$ cat src/rtl/dump_pkg.sv
// Shared definitions for the result dumper: FSM state encoding and UART frame length.
package dump_pkg;

    // Dump sequencer states.
    typedef enum logic [2:0] {
        IDLE,
        READ,
        WAIT,
        SEND_HI,
        SEND_LO,
        NEXT,
        FINISHED
    } state_t;

    // Start bit + 8 data bits + stop bit.
    localparam int unsigned FRAME_BITS = 10;

endpackage

$ cat src/rtl/result_uart_dumper_if.sv
// Data-RAM read port used by the result dumper: address/strobe out, read data back.
interface result_uart_dumper_if;
    logic [15:0] RAM_ADDRESS;
    logic        RAM_READ_EN;
    logic [15:0] RAM_DATA;

    // Dumper side drives the address and read strobe.
    modport master (
        output RAM_ADDRESS,
        output RAM_READ_EN,
        input  RAM_DATA
    );

    // RAM side returns data one cycle after the strobe.
    modport slave (
        input  RAM_ADDRESS,
        input  RAM_READ_EN,
        output RAM_DATA
    );
endinterface

$ cat src/rtl/uart_tx.sv
// 8N1 UART serialiser. A new byte may be started in the same cycle the previous
// frame reports byte_done, so frames can run back-to-back with no idle time.
module uart_tx
    import dump_pkg::*;
#(
    parameter int unsigned CLKS_PER_BIT = 434
) (
    input  logic       MAIN_CLOCK,
    input  logic       RESET,
    input  logic [7:0] data,
    input  logic       start,
    output logic       busy,
    output logic       byte_done,
    output logic       TX
);

    localparam logic [15:0] BAUD_LAST = 16'(CLKS_PER_BIT - 1);
    localparam logic [3:0]  BIT_LAST  = 4'(FRAME_BITS - 1);

    logic [15:0] baud_cnt;
    logic [3:0]  bit_cnt;
    logic [8:0]  shifter;   // remaining data bits, then the stop bit
    logic        accept;

    // Last cycle of the stop bit; the next frame may be launched now.
    assign byte_done = busy && (baud_cnt == BAUD_LAST) && (bit_cnt == BIT_LAST);
    assign accept    = start && (!busy || byte_done);

    // Bit timing and serial shift; TX comes straight from a flop.
    always_ff @(posedge MAIN_CLOCK) begin
        // NOTE: non-blocking assignments keep every flop sampling pre-edge values.
        if (RESET) begin
            busy     <= 1'b0;
            baud_cnt <= '0;
            bit_cnt  <= '0;
            shifter  <= '0;
            TX       <= 1'b1;
        end else if (accept) begin
            busy     <= 1'b1;
            baud_cnt <= '0;
            bit_cnt  <= '0;
            shifter  <= {1'b1, data};
            TX       <= 1'b0;
        end else if (busy) begin
            if (baud_cnt == BAUD_LAST) begin
                baud_cnt <= '0;
                if (bit_cnt == BIT_LAST) begin
                    busy    <= 1'b0;
                    bit_cnt <= '0;
                end else begin
                    bit_cnt <= bit_cnt + 4'd1;
                    TX      <= shifter[0];
                    shifter <= {1'b0, shifter[8:1]};
                end
            end else begin
                baud_cnt <= baud_cnt + 16'd1;
            end
        end
    end

endmodule

$ cat src/rtl/result_uart_dumper.sv
// Dumps RESULT_WORDS 16-bit words from the data RAM over a UART, high byte first,
// once the processor signals that the program has finished.
module result_uart_dumper
    import dump_pkg::*;
#(
    parameter int unsigned CLKS_PER_BIT = 434,
    parameter logic [15:0] RESULT_BASE  = 16'h0000,
    parameter int unsigned RESULT_WORDS = 9
) (
    input  logic                 MAIN_CLOCK,
    input  logic                 RESET,
    input  logic                 PROCESS_FINISHED,
    result_uart_dumper_if.master ram,
    output logic                 BUSY,
    output logic                 DONE,
    output logic                 UART_TX
);

    localparam logic [15:0] LAST_INDEX = 16'(RESULT_WORDS - 1);

    state_t      state;
    logic [15:0] index;
    logic [15:0] holding;
    logic        finished_q;   // PROCESS_FINISHED delayed one cycle
    logic        armed;        // PROCESS_FINISHED seen low since reset
    logic        trigger;
    logic        tx_start;
    logic        tx_busy;
    logic        tx_byte_done;
    logic        tx_ready;
    logic [7:0]  tx_data;

    // A level already high at reset release is not an edge: require a low first.
    assign trigger  = PROCESS_FINISHED && !finished_q && armed;
    // Transmitter can take a byte now (idle, or finishing the current frame).
    assign tx_ready = !tx_busy || tx_byte_done;
    assign tx_start = tx_ready && ((state == SEND_HI) || (state == SEND_LO));

    // Byte selection for the serialiser.
    always_comb begin
        // NOTE: default first so no path leaves tx_data unassigned (no latch).
        tx_data = holding[7:0];
        if (state == SEND_HI) tx_data = holding[15:8];
    end

    // Dump sequencer with registered RAM strobe, address, BUSY and DONE.
    always_ff @(posedge MAIN_CLOCK) begin
        if (RESET) begin
            state           <= IDLE;
            index           <= '0;
            holding         <= '0;
            finished_q      <= 1'b0;
            armed           <= 1'b0;
            BUSY            <= 1'b0;
            DONE            <= 1'b0;
            ram.RAM_READ_EN <= 1'b0;
            ram.RAM_ADDRESS <= RESULT_BASE;
        end else begin
            finished_q      <= PROCESS_FINISHED;
            armed           <= armed || !PROCESS_FINISHED;
            ram.RAM_READ_EN <= 1'b0;
            case (state)
                IDLE: begin
                    if (trigger) begin
                        index <= '0;
                        if (RESULT_WORDS == 0) begin
                            state <= FINISHED;
                            DONE  <= 1'b1;
                        end else begin
                            state           <= READ;
                            BUSY            <= 1'b1;
                            ram.RAM_ADDRESS <= RESULT_BASE;
                            ram.RAM_READ_EN <= 1'b1;
                        end
                    end
                end
                READ: state <= WAIT;
                WAIT: begin
                    holding <= ram.RAM_DATA;
                    state   <= SEND_HI;
                end
                SEND_HI: if (tx_ready) state <= SEND_LO;
                SEND_LO: if (tx_ready) state <= NEXT;
                NEXT: begin
                    // The next word is fetched while the low byte is still on
                    // the line, so its high byte can follow with no gap.
                    if (index == LAST_INDEX) begin
                        if (tx_byte_done) begin
                            index <= index + 16'd1;
                            state <= FINISHED;
                            BUSY  <= 1'b0;
                            DONE  <= 1'b1;
                        end
                    end else begin
                        index           <= index + 16'd1;
                        state           <= READ;
                        ram.RAM_ADDRESS <= RESULT_BASE + index + 16'd1;
                        ram.RAM_READ_EN <= 1'b1;
                    end
                end
                FINISHED: begin
                    if (!PROCESS_FINISHED) begin
                        state <= IDLE;
                        DONE  <= 1'b0;
                    end
                end
                default: state <= IDLE;
            endcase
        end
    end

    uart_tx #(
        .CLKS_PER_BIT(CLKS_PER_BIT)
    ) u_uart_tx (
        .MAIN_CLOCK(MAIN_CLOCK),
        .RESET     (RESET),
        .data      (tx_data),
        .start     (tx_start),
        .busy      (tx_busy),
        .byte_done (tx_byte_done),
        .TX        (UART_TX)
    );

endmodule

$ cat src/flat_wrapper.sv
// flat-port wrapper written by rule: the top's interface ports become plain ports
module result_uart_dumper_flat import dump_pkg::*;
#(
    parameter int unsigned CLKS_PER_BIT = 434,
    parameter logic [15:0] RESULT_BASE  = 16'h0000,
    parameter int unsigned RESULT_WORDS = 9
)
  (MAIN_CLOCK, RESET, PROCESS_FINISHED, BUSY, DONE, UART_TX, ram_RAM_ADDRESS, ram_RAM_READ_EN, ram_RAM_DATA);
  result_uart_dumper_if ram_i ();
  input  logic MAIN_CLOCK;
  input  logic RESET;
  input  logic PROCESS_FINISHED;
  output logic BUSY;
  output logic DONE;
  output logic UART_TX;
  output wire logic [$bits(ram_i.RAM_ADDRESS)-1:0] ram_RAM_ADDRESS;
  output wire logic [$bits(ram_i.RAM_READ_EN)-1:0] ram_RAM_READ_EN;
  input wire logic [$bits(ram_i.RAM_DATA)-1:0] ram_RAM_DATA;
  assign ram_RAM_ADDRESS = ram_i.RAM_ADDRESS;
  assign ram_RAM_READ_EN = ram_i.RAM_READ_EN;
  assign ram_i.RAM_DATA = ram_RAM_DATA;
  result_uart_dumper #(.CLKS_PER_BIT(CLKS_PER_BIT), .RESULT_BASE(RESULT_BASE), .RESULT_WORDS(RESULT_WORDS)) u_core (.MAIN_CLOCK(MAIN_CLOCK), .RESET(RESET), .PROCESS_FINISHED(PROCESS_FINISHED), .ram(ram_i), .BUSY(BUSY), .DONE(DONE), .UART_TX(UART_TX));
endmodule
$ cat config.mk
export PLATFORM = sky130hd
export DESIGN_NAME = result_uart_dumper_flat
export DESIGN_NICKNAME = d
export VERILOG_FILES = /design/src/rtl/dump_pkg.sv /design/src/rtl/result_uart_dumper_if.sv /design/src/rtl/uart_tx.sv /design/src/rtl/result_uart_dumper.sv /design/src/flat_wrapper.sv
export SDC_FILE = /design/constraint.sdc
export NUM_CORES = 1
export LEC_CHECK = 0
export CELL_PAD_IN_SITES_DETAIL_PLACEMENT = 1
export CELL_PAD_IN_SITES_GLOBAL_PLACEMENT = 1
export CORE_AREA = 2 2 120 122
export CTS_BUF_LIST = sky130_fd_sc_hd__clkbuf_8
export DETAILED_ROUTE_END_ITERATION = 8
export DIE_AREA = 0 0 122 124
export GPL_TIMING_DRIVEN = 1
export HOLD_SLACK_MARGIN = 0.02
export PLACE_DENSITY = 0.62
export SYNTH_ARGS = -nofsm -noshare
export SYNTH_HDL_FRONTEND = slang
export SYNTH_SLANG_ARGS = --single-unit
export TNS_END_PERCENT = 50
$ cat constraint.sdc
create_clock -name MAIN_CLOCK -period 5.6 [get_ports MAIN_CLOCK]
set_input_delay 1.68 -clock MAIN_CLOCK [delete_from_list [all_inputs] [get_ports MAIN_CLOCK]]
set_output_delay 1.68 -clock MAIN_CLOCK [all_outputs]
set_load 0.02 [all_outputs]
==> flow_summary.toml <==
[logic_synthesis]
async_flop_share_pct = 0
syn_inst = 481
ys_seq_area_share_pct = 42.5
synth_nets = 504
synth_ff_type = "dfxtp_1"
syn_area_per_cell_sq_um = 8.52
ys_types = 66
ys_warn_count = 0
netlist_area_sq_um = 4100
ys_ff_latch = 87
synth_edf_count = 0

[global_route]
first_global_vias = 3639
grt_usage_pct = 14.6
grt_pass1_wl_microns = 17400
grt_start_max_net_pins = 45
antenna_found_initial = 0
overflow = 0

[detailed_routing]
drtAntennaViolNets = 0
drt-total-wl_microns = 10100
vias_per_cell = 4.99
vias = 3446
wl_per_cell_microns = 14.7
drc_errors = 0
drt_first_pass_iters = 4
drtIter0Drc = 117

[floorplanning]
core-area_sq_um = 13700
io_pins = 39
die_w_microns = 122
initial_core_util_pct = 29.9
die_y_microns = 124
dieArea_sq_um = 15100
core.rowCount = 43

[placement]
dp_slack_ns = 1.89
dpl.cell_count = 674
gp_congestion = 0.773
dp_hpwl_microns = 6900
numPortBuffers = 38

[sta]
report.final.slew_viol_count = 0
max_clock_freq_ghz = 0.300
worst-slew-pin-transition_ns = 0.960
setup_viol = 0
fin_setup_tns_ns = 0
maxSlewHeadroom_pct = 35.7
rsz0062_at_grt = "false"
hold_viol = 0
layout_min_cycle_time_ns = 3.33
setup_slack_ns = 2.27
finClkSkew_ns = 0.00955
fin_crit_sh_pct = 59.5

[power_and_ir_drop]
vdd_drop_max_mv = 0.130
power.leakage_nw = 1.59
power.total_mw = 1.66
p_per_area_nw_per_um2 = 346

[cts]
post_cts_buffers = 0
clock_path_buffers = 2
root_buffer = "clkbuf_8"
ctsHoldBuffers = 0
h-tree-depth = 3
cts_tree = "yes"
clk_pin_slew_ns = 0.09
clk_latency_ns = 0.38
postCtsResizedCells = 0
cts_num_sinks = 87
cts_buffers = 9

[finish]
layout_common_cells = "dfxtp_1, nand2_1, a21oi_1"
fin_nets = 528
antenna_cells = 0
area_delta_synth_final_pct = 17.3
final_layout_size_suffix_gt1_share_pct = 8.04
layout_commonest_cell = "dfxtp_1"
instances_no_fill = 690

[setup_path]
startpoint = "PROCESS_FINISHED"
startpoint_type = "input port"
rrSetupSlack_ns = 2.81
crit_path_end = "u_core.ram.RAM_ADDRESS[2]"
r2r_cells = 5
crit_arrival_ns = 3.56
r2r_end = "u_core.index[0]"
worstSetupPathType = "in2reg"
r2r_start = "u_core.u_uart_tx.baud_cnt[8]"
critPathMaxFanout = 18
end_kind = "flop"
crit_required_ns = 5.83

[status]
status = "finished, final reports clean"

[worst_hold_path]
hold_path_class = "reg2reg"
min_from = "u_core.armed"

[job]
cap_viol_max_count = 0
==> cell families (layout without fill, tap and decap cells) <==
kind of cell	count (synthesis)	after routing	synth area share, %
AO/OA/AOI/OAI	107	107	18.7
buffers and inverters	39	68	3.94
AND/OR/NAND/NOR	210	210	26.2
XOR/XNOR	29	29	6.20
flip-flops	87	87	42.5
multiplexers	5	5	1.25
adder cells (fa/ha/maj)	4	4	1.22
==> synth_stat cells, types with 4 or more instances <==
master     count  area, sq um
a211oi_1       5         37.5
a21o_1         4         30.0
a21oi_1       52          260
a22oi_1        6         45.0
and2_1         6         37.5
buf_2          5         25.0
clkbuf_1      16         60.1
dfxtp_1       87         1740
ha_1           4         50.1
inv_1         13         48.8
mux2i_1        4         40.0
nand2_1       84          315
nand3_1       15         75.1
nand4_1        9         56.3
nor2_1        35          131
nor3_1        16         80.1
nor4_1         8         50.1
o21ai_0        8         40.0
o2bb2ai_1      4         35.0
xnor2_1       13          114
xor2_1        16          140
==> how the worst min path moves through the flow <==
stage	endpoint	cells after the start
detailed placement	u_core.armed	2
global route	u_core.ram.RAM_ADDRESS[10]	2
floorplan	u_core.armed	2
finish	u_core.armed	2
CTS	u_core.armed	2
global placement	u_core.ram.RAM_ADDRESS[9]	2
==> routing by layer <==
layer  vias up  track usage, %  routed length, microns
met5         -               0                       0
li1       1739               -                       -
met4         0            5.53                     127
met2        36            26.0                    4980
met3        11            3.57                     263
met1      1660            17.0                    4760
==> power by group <==
| group | switching, mW | internal [mW] |
|---|---|---|
| clock | 0.242 | 0.231 |
| combinational | 0.245 | 0.174 |
| sequential | 0.0845 | 0.685 |
| total | 0.571 | 1.09 |
==> worst max-delay path: stages <==
cell             delay, ns
clkdlybuf4s50_1       0.47
and3b_1               0.23
and2_1                0.18
a21oi_2               0.68
mux2i_1               0.26
nor2_1                0.05
==> through the flow <==
stage	cell area, sq um	hold WS (ns)	util [%]
detailed placement	4600	0.445	33.5
global route	4800	0.479	35.0
finish	4800	0.456	35.0
floorplan	4100	0.426	-
CTS	4800	0.460	35.0
global placement	4600	0.441	33.5
==> sequential cells by signal, summed over array words and instances (netlist names) <==
name,count
u_core.finished_q,1
u_core.u_uart_tx.TX,1
u_core.ram.RAM_READ_EN,1
u_core.u_uart_tx.bit_cnt,4
u_core.index,16
u_core.state,3
u_core.armed,1
u_core.DONE,1
u_core.holding,16
u_core.u_uart_tx.baud_cnt,16
u_core.BUSY,1
u_core.ram.RAM_ADDRESS,16
u_core.u_uart_tx.shifter,9
u_core.u_uart_tx.busy,1
==> final cells by class <==
class | count | area (sq um)
Timing Repair Buffer | 39 | 383
Clock inverter | 5 | 56.3
Multi-Input combinational cell | 355 | 2200
Tap cell | 180 | 225
Clock buffer | 11 | 151
Fill cell | 1654 | 8910
Sequential cell | 87 | 1740
Inverter | 13 | 48.8
Note: power is estimated with default switching activity, not from simulation.
